File: config.mk
export PLATFORM = sky130hd
export DESIGN_NAME = issue_sched_flat
export DESIGN_NICKNAME = d
export VERILOG_FILES = /design/src/rtl/issue_sched_if.sv /design/src/rtl/issue_sched.sv /design/src/flat_wrapper.sv
export SDC_FILE = /design/constraint.sdc
export NUM_CORES = 1
export LEC_CHECK = 0
export ABC_AREA = 1
export CAP_MARGIN = 20
export CORE_ASPECT_RATIO = 1.25
export CORE_MARGIN = 2
export CORE_UTILIZATION = 30
export DETAILED_ROUTE_END_ITERATION = 8
export GPL_TIMING_DRIVEN = 1
export RECOVER_POWER = 100
export SETUP_SLACK_MARGIN = 0.02
export SLEW_MARGIN = 20
export SYNTH_ARGS = -nofsm -noshare
export SYNTH_HDL_FRONTEND = slang
export SYNTH_SLANG_ARGS = --single-unit
File: constraint.sdc
create_clock -name clk -period 3.75 [get_ports clk]
set_clock_uncertainty 0.15 [all_clocks]
set_input_delay 0.9375 -clock clk [delete_from_list [all_inputs] [get_ports clk]]
set_output_delay 0.9375 -clock clk [all_outputs]
set_load 0.005 [all_outputs]
File: src/rtl/issue_sched_if.sv
// rtl/issue_sched_if.sv - allocation, issue and completion bus of the issue scheduler
//   alloc_valid/alloc_index/alloc_idt : new instruction into a slot, with its dependency vector
//   alloc_ready                        : addressed slot is FREE
//   issue_valid/issue_index            : presented issuable slot
//   issue_ready                        : consumer accepts the presented slot
//   complete_valid/complete_index      : slot finished execution
//   occupied                           : per-slot not-FREE flags
//   err                                : sticky protocol-error flag
//   modport slave  : scheduler side
//   modport master : producer/consumer side
interface issue_sched_if #(
   parameter int bs = 16
);
   localparam int bs_bits = $clog2(bs);

   logic               alloc_valid;
   logic [bs_bits-1:0] alloc_index;
   logic [bs-1:0]      alloc_idt;
   logic               alloc_ready;
   logic               issue_valid;
   logic [bs_bits-1:0] issue_index;
   logic               issue_ready;
   logic               complete_valid;
   logic [bs_bits-1:0] complete_index;
   logic [bs-1:0]      occupied;
   logic               err;

   modport slave (
      input  alloc_valid, alloc_index, alloc_idt, issue_ready, complete_valid, complete_index,
      output alloc_ready, issue_valid, issue_index, occupied, err
   );

   modport master (
      output alloc_valid, alloc_index, alloc_idt, issue_ready, complete_valid, complete_index,
      input  alloc_ready, issue_valid, issue_index, occupied, err
   );
endinterface

File: src/rtl/issue_sched.sv
// rtl/issue_sched.sv - dependency-tracking issue scheduler over an instruction buffer
//   clk : clock, all state updates on the rising edge
//   rst : synchronous active-high reset
//   bus : issue_sched_if.slave (alloc, issue handshake, completion, occupied, err)
// Each slot is FREE/WAIT/READY/ISSUED with a dependency row and an age-matrix row.
// The oldest READY slot is presented through a registered valid/index pair.
module issue_sched #(
   parameter int bs = 16
) (
   input  logic          clk,
   input  logic          rst,
   issue_sched_if.slave  bus
);
   localparam int bs_bits = $clog2(bs);

   typedef enum logic [1:0] {
      S_FREE,
      S_WAIT,
      S_READY,
      S_ISSUED
   } slot_state_t;

   slot_state_t state_q [bs];
   slot_state_t state_d [bs];

   // dep_q[i][j]: slot i waits on slot j.  age_q[i][j]: slot i was allocated before slot j.
   logic [bs-1:0][bs-1:0] dep_q, dep_d;
   logic [bs-1:0][bs-1:0] age_q, age_d;

   logic               issue_valid_q, issue_valid_d;
   logic [bs_bits-1:0] issue_index_q, issue_index_d;
   logic               err_q, err_d;

   logic               alloc_ok;
   logic               comp_ok;
   logic               fire;
   logic [bs-1:0]      occ;
   logic [bs-1:0]      live;
   logic [bs-1:0]      ready_vec;
   logic [bs-1:0]      older_ready;
   logic               sel_found;
   logic [bs_bits-1:0] sel_idx;

   assign fire            = issue_valid_q & bus.issue_ready;
   assign bus.alloc_ready = (state_q[bus.alloc_index] == S_FREE);
   assign alloc_ok        = bus.alloc_valid & bus.alloc_ready;
   assign comp_ok         = bus.complete_valid & (state_q[bus.complete_index] == S_ISSUED);

   // live excludes a slot completing this edge so a same-cycle allocation cannot
   // latch a dependency whose wakeup is happening right now.
   // ready_vec excludes the slot being accepted so the next pick is a different one.
   always_comb begin
      occ       = '0;
      live      = '0;
      ready_vec = '0;
      for (int i = 0; i < bs; i++) begin
         occ[i]       = (state_q[i] != S_FREE);
         live[i]      = occ[i] && !(comp_ok && (bus.complete_index == bs_bits'(i)));
         ready_vec[i] = (state_q[i] == S_READY) && !(fire && (issue_index_q == bs_bits'(i)));
      end
   end

   // A READY slot is the oldest when no other READY slot is older than it.
   always_comb begin
      older_ready = '0;
      sel_found   = 1'b0;
      sel_idx     = '0;
      for (int i = 0; i < bs; i++) begin
         for (int j = 0; j < bs; j++) begin
            older_ready[i] = older_ready[i] | (ready_vec[j] & age_q[j][i]);
         end
      end
      for (int i = 0; i < bs; i++) begin
         if (ready_vec[i] && !older_ready[i] && !sel_found) begin
            sel_found = 1'b1;
            sel_idx   = bs_bits'(i);
         end
      end
   end

   always_comb begin
      state_d       = state_q;
      dep_d         = dep_q;
      age_d         = age_q;
      err_d         = err_q;
      issue_valid_d = issue_valid_q;
      issue_index_d = issue_index_q;

      if (comp_ok) begin
         state_d[bus.complete_index] = S_FREE;
         for (int i = 0; i < bs; i++) begin
            dep_d[i][bus.complete_index] = 1'b0;
         end
      end

      if (fire) begin
         state_d[issue_index_q] = S_ISSUED;
      end

      if (alloc_ok) begin
         dep_d[bus.alloc_index]                  = bus.alloc_idt & live;
         dep_d[bus.alloc_index][bus.alloc_index] = 1'b0;
         state_d[bus.alloc_index]                = S_WAIT;
         // every other slot becomes older than the new one; the new row is cleared
         // last so the diagonal stays zero
         for (int j = 0; j < bs; j++) begin
            age_d[j][bus.alloc_index] = 1'b1;
         end
         age_d[bus.alloc_index] = '0;
      end

      // Wakeup uses the post-update rows, covering both a fresh allocation with
      // no live producers and a waiter whose last producer completes now.
      for (int i = 0; i < bs; i++) begin
         if ((state_d[i] == S_WAIT) && (dep_d[i] == '0)) begin
            state_d[i] = S_READY;
         end
      end

      if ((bus.alloc_valid && !bus.alloc_ready) || (bus.complete_valid && !comp_ok)) begin
         err_d = 1'b1;
      end

      // The presented pair only reloads when idle or on acceptance, so it stays
      // stable while the consumer stalls.
      if (!issue_valid_q || fire) begin
         issue_valid_d = sel_found;
         issue_index_d = sel_idx;
      end
   end

   always_ff @(posedge clk) begin
      if (rst) begin
         for (int i = 0; i < bs; i++) begin
            state_q[i] <= S_FREE;
         end
         dep_q         <= '0;
         age_q         <= '0;
         issue_valid_q <= 1'b0;
         issue_index_q <= '0;
         err_q         <= 1'b0;
      end else begin
         state_q       <= state_d;
         dep_q         <= dep_d;
         age_q         <= age_d;
         issue_valid_q <= issue_valid_d;
         issue_index_q <= issue_index_d;
         err_q         <= err_d;
      end
   end

   assign bus.issue_valid = issue_valid_q;
   assign bus.issue_index = issue_index_q;
   assign bus.occupied    = occ;
   assign bus.err         = err_q;
endmodule
File: src/flat_wrapper.sv
// flat-port wrapper written by rule: the top's interface ports become plain ports
module issue_sched_flat 
#(
   parameter int bs = 16
)
  (clk, rst, bus_alloc_valid, bus_alloc_index, bus_alloc_idt, bus_issue_ready, bus_complete_valid, bus_complete_index, bus_alloc_ready, bus_issue_valid, bus_issue_index, bus_occupied, bus_err);
  issue_sched_if #(.bs(bs)) bus_i ();
  input  logic clk;
  input  logic rst;
  input wire logic [$bits(bus_i.alloc_valid)-1:0] bus_alloc_valid;
  input wire logic [$bits(bus_i.alloc_index)-1:0] bus_alloc_index;
  input wire logic [$bits(bus_i.alloc_idt)-1:0] bus_alloc_idt;
  input wire logic [$bits(bus_i.issue_ready)-1:0] bus_issue_ready;
  input wire logic [$bits(bus_i.complete_valid)-1:0] bus_complete_valid;
  input wire logic [$bits(bus_i.complete_index)-1:0] bus_complete_index;
  output wire logic [$bits(bus_i.alloc_ready)-1:0] bus_alloc_ready;
  output wire logic [$bits(bus_i.issue_valid)-1:0] bus_issue_valid;
  output wire logic [$bits(bus_i.issue_index)-1:0] bus_issue_index;
  output wire logic [$bits(bus_i.occupied)-1:0] bus_occupied;
  output wire logic [$bits(bus_i.err)-1:0] bus_err;
  assign bus_i.alloc_valid = bus_alloc_valid;
  assign bus_i.alloc_index = bus_alloc_index;
  assign bus_i.alloc_idt = bus_alloc_idt;
  assign bus_i.issue_ready = bus_issue_ready;
  assign bus_i.complete_valid = bus_complete_valid;
  assign bus_i.complete_index = bus_complete_index;
  assign bus_alloc_ready = bus_i.alloc_ready;
  assign bus_issue_valid = bus_i.issue_valid;
  assign bus_issue_index = bus_i.issue_index;
  assign bus_occupied = bus_i.occupied;
  assign bus_err = bus_i.err;
  issue_sched #(.bs(bs)) u_core (.clk(clk), .rst(rst), .bus(bus_i));
endmodule
==> metrics list <==
- Status: completed
- Final instance count without filler cells: 4675
- Setup violations remaining at the end of the flow were counted as 0.
* Power share of the sequential group: 0.434
- The later pin in the worst-skew pair is clocked with a latency of 0.63 ns.
* Mapped Nets: 3248
- Top library cells by usage in the layout, fill and taps aside: sky130_fd_sc_hd__inv_1 (569), sky130_fd_sc_hd__dfxtp_1 (550), sky130_fd_sc_hd__nor2_1 (503)
- Total instance count after detailed placement: 4569
- Dividing total power by cell area gives a power density of 470.5 nW/µm².
* Antenna fix cells: 0
- Cell-internal power: between 10 and 15 mW
- I/O pin count: 52
- Fin worst setup slack: 0.1167 ns
* TritonCTS Buffers: 58
* Cell Area, Placed: 28430 µm²
- Measured along the y axis, the die boundary spans 314.1 µm.
- Setup total negative slack on the finished layout was measured at 0 ns.
* Avg Cell Area, Syn: about 7.2 µm²
- Summing every instance area after synthesis gives 23080 µm².
- Commonest non-fill, non-tap cell in the layout: sky130_fd_sc_hd__inv_1
- The initial utilization of the core area, before any placement, comes to 0.3034.
* CP startpoint kind: input pin
- In this run the core area contains 113 standard-cell rows.
* # nets final: around 3700
- Area growth from synthesis to layout: 29.72%
- Setup crit end kind: output pin
- Fraction of layout cells with a size suffix above 1: 0.1712
- Clock tree synthesis found a total of 550 sinks.
- The cell count after synthesis came out at 3219.
* Combinational cell fraction of total power: 0.161
* Number of DRC markers in iteration 0: 1900
- Vias in the first global route: ~21000
* Post-route fraction of the period consumed by the critical path: 0.9689
- In the final routed layout, each cell accounts on average for 18.11 µm.
- Type of the tightest min-delay check: reg2reg
- Placeable Area: 76070 µm²
- Startpoint of the worst setup timing path: bus_alloc_index[2]
- TritonCTS clock tree: done
* Arrival time worst endpoint: 2.55 ns
- Number of buffers inserted by port buffering: 51
- Proportion of synthesized flip-flops having asynchronous set or reset: 0
* Number of synthesized register bits: 550
* Crit Reg-Reg Startpoint: u_core.state_q[24]$_SDFF_PP0_
* Final Max Slew Viols: 0
- Number of cell instances on the worst register-to-register path: 15
- The congestion estimate from routability-driven global placement came to ~0.93.
- Total gr overflow: 0
* Min cycle time layout: 3.633 ns
* Antenna violations before repair: 0
- Type of the worst setup path: in2out
* Normalized max-slew margin: 0.3932
- Based on the critical path, the design can be clocked at up to 0.2752 GHz.
- Final Power: 14.08 mW
- Synth Warn #: 0
* Switching Share: 0.2812
- Across all register-to-register paths, the minimum setup slack is roughly 0.22 ns.
* Maximum fanout encountered on the critical timing path: 4
- In this run the remaining antenna-violating nets after routing total 0.
* Critical register-to-register path endpoint: u_core.age_q[90]$_SDFFE_PP0P_
- Total GRT Usage: 0.2090
* Endpoint of the worst setup timing path: bus_alloc_ready
* Hold-fix buffers at CTS: 0
- Hold Fails Final Rpt: 0
- Net load switching power: 3.961 mW
- Slew at the pin closest to its max-slew limit: 0.9101 ns
* Area of all placed cells without fillers: 29940 µm²
* Detail-routed via count per cell: 4.837
- The routed layout has 22610 vias.
- Cell count of the worst hold path: 2
- Maximum resistive drop on vdd: 363.8 µV
- For this design the static power due to leakage is 12.44 nW.
- Number of enable flip-flop cells after synthesis: 0
* Post-DP HPWL: 60370 µm
* CTS H-Tree Depth: 2
- Max Buffers Root-to-Sink: 3
- Fraction of the yosys area taken by sequential cells: 0.4771
* Residual DRC count: 0
- Relative contribution of the clock network to total power: 0.405
- Clock slew at the register clock pins of the worst setup and hold paths: 0.06 ns
* Global-route wire length before repair: between 100000 and 150000 µm
- Entering global routing, the biggest net connects between 100 and 150 pins.
- Post-placement setup slack: -0.6086 ns
* Full die area: between 70000 and 80000 µm²
- Clk Tree Root Cell: sky130_fd_sc_hd__clkbuf_16
* Max cap viols: 0
* Die Width: 252.1 µm
- Counting distinct cell types in the post-synthesis netlist gives 50.
- For this block, the routed nets add up to 84650 µm of wire.
- The pre-antenna-repair detailed-routing pass consisted of 5 iterations.
- In the synthesized netlist the dominant register cell turns out to be sky130_fd_sc_hd__dfxtp_1.
- CP required: 2.66 ns
-- sequential cells by signal, indices dropped and copies added, names as in the netlist --
signal / flops
u_core.state_q: 32
u_core.bus.issue_valid: 1
u_core.bus.issue_index: 4
u_core.dep_q: 256
u_core.age_q: 256
u_core.bus.err: 1
-- worst min path at each step --
stage                                              start                             end
after global routing      u_core.age_q[255]$_SDFFE_PP0P_  u_core.age_q[255]$_SDFFE_PP0P_
after floorplan           u_core.age_q[238]$_SDFFE_PP0P_  u_core.age_q[238]$_SDFFE_PP0P_
final                     u_core.age_q[170]$_SDFFE_PP0P_  u_core.age_q[170]$_SDFFE_PP0P_
after CTS                 u_core.age_q[255]$_SDFFE_PP0P_  u_core.age_q[255]$_SDFFE_PP0P_
after global placement    u_core.age_q[255]$_SDFFE_PP0P_  u_core.age_q[255]$_SDFFE_PP0P_
after detailed placement  u_core.age_q[255]$_SDFFE_PP0P_  u_core.age_q[255]$_SDFFE_PP0P_
-- per-layer routing --
metal | part of all wire | track usage | vias to the layer above
li1 | - | - | 11160
met5 | 0 | 0 | -
met3 | 0.055 | 0.02456 | 204
met2 | 0.47 | 0.3543 | 705
met4 | 0.049 | 0.09831 | 0
met1 | 0.42 | 0.2647 | 10540
-- cell usage after synthesis, types with 8 or more instances --
cell / n / area [µm²]
sky130_fd_sc_hd__nor2_1: 516 / 1937
sky130_fd_sc_hd__o2111ai_1: 9 / 78.83
sky130_fd_sc_hd__buf_4: 8 / 60.06
sky130_fd_sc_hd__o22ai_1: 55 / 344.1
sky130_fd_sc_hd__a21oi_1: 273 / 1366
sky130_fd_sc_hd__nand3_2: 10 / 100.1
sky130_fd_sc_hd__inv_1: 571 / 2143
sky130_fd_sc_hd__nand2_2: 11 / 68.82
sky130_fd_sc_hd__nor3_1: 13 / 65.06
sky130_fd_sc_hd__nand4_1: 23 / 143.9
sky130_fd_sc_hd__o21ai_1: 31 / 155.2
sky130_fd_sc_hd__nand2_1: 297 / 1115
sky130_fd_sc_hd__buf_2: 26 / 130.1
sky130_fd_sc_hd__clkbuf_1: 124 / 465.5
sky130_fd_sc_hd__o21a_1: 24 / 180.2
sky130_fd_sc_hd__o21ai_0: 185 / 925.9
sky130_fd_sc_hd__nand3_1: 382 / 1912
sky130_fd_sc_hd__dfxtp_1: 550 / 11010
sky130_fd_sc_hd__buf_6: 8 / 90.09
sky130_fd_sc_hd__a31oi_1: 30 / 187.7
-- through the flow --
stage | hold WS [ns] | utilization
2_1_floorplan | 0.2550 | -
3_3_place_gp | 0.2621 | 0.3737
3_5_place_dp | 0.2641 | 0.3737
4_1_cts | 0.2754 | 0.3984
5_1_grt | 0.3006 | 0.3936
6_report | 0.2778 | 0.3936
-- timing repair --
| action | in CTS | in global routing |
|---|---|---|
| pin swaps | 1 | 3 |
| setup endpoints to repair | 1 | 37 |
| cloned | 0 | 1 |
| gates resized for setup | 10 | 37 |
| buffers inserted | 0 | 3 |
-- worst max-delay path: stages --
cell and delay, ns:
sky130_fd_sc_hd__clkdlybuf4s50_1 0.55, sky130_fd_sc_hd__nor2_1 0.09, sky130_fd_sc_hd__o21ai_1 0.09, sky130_fd_sc_hd__nand2_1 0.09, sky130_fd_sc_hd__nor3_2 0.14, sky130_fd_sc_hd__buf_4 0.14
sky130_fd_sc_hd__clkdlybuf4s50_1 0.50
-- power by group through the flow --
stage          clock network, mW  logic [mW]  registers [mW]
2_1_floorplan                  0       0.989            6.19
3_3_place_gp                   0        2.27            6.23
3_5_place_dp                   0        2.27            6.24
4_1_cts                     5.79        2.29            6.11
5_1_grt                     6.02        2.42            6.12
6_report                    5.71        2.27            6.11
-- layout make-up --
type | instances | area, µm²
Clock buffer | 82 | 1663
Sequential cell | 550 | 11010
Clock inverter | 20 | 197.7
Timing Repair Buffer | 550 | 4492
Inverter | 578 | 2177
Fill cell | 7905 | 46130
Multi-Input combinational cell | 1918 | 9174
Tap cell | 977 | 1222
-- cells by family (layout without fill, tap and decap cells) --
kind of cell,count (synthesis),in the layout,share of synthesized area
buf+inv,752,1230,0.1286
flops,550,550,0.4771
simple gates,1277,1278,0.2419
compound gates,640,640,0.1524
Note: power is estimated with default switching activity, not from simulation.
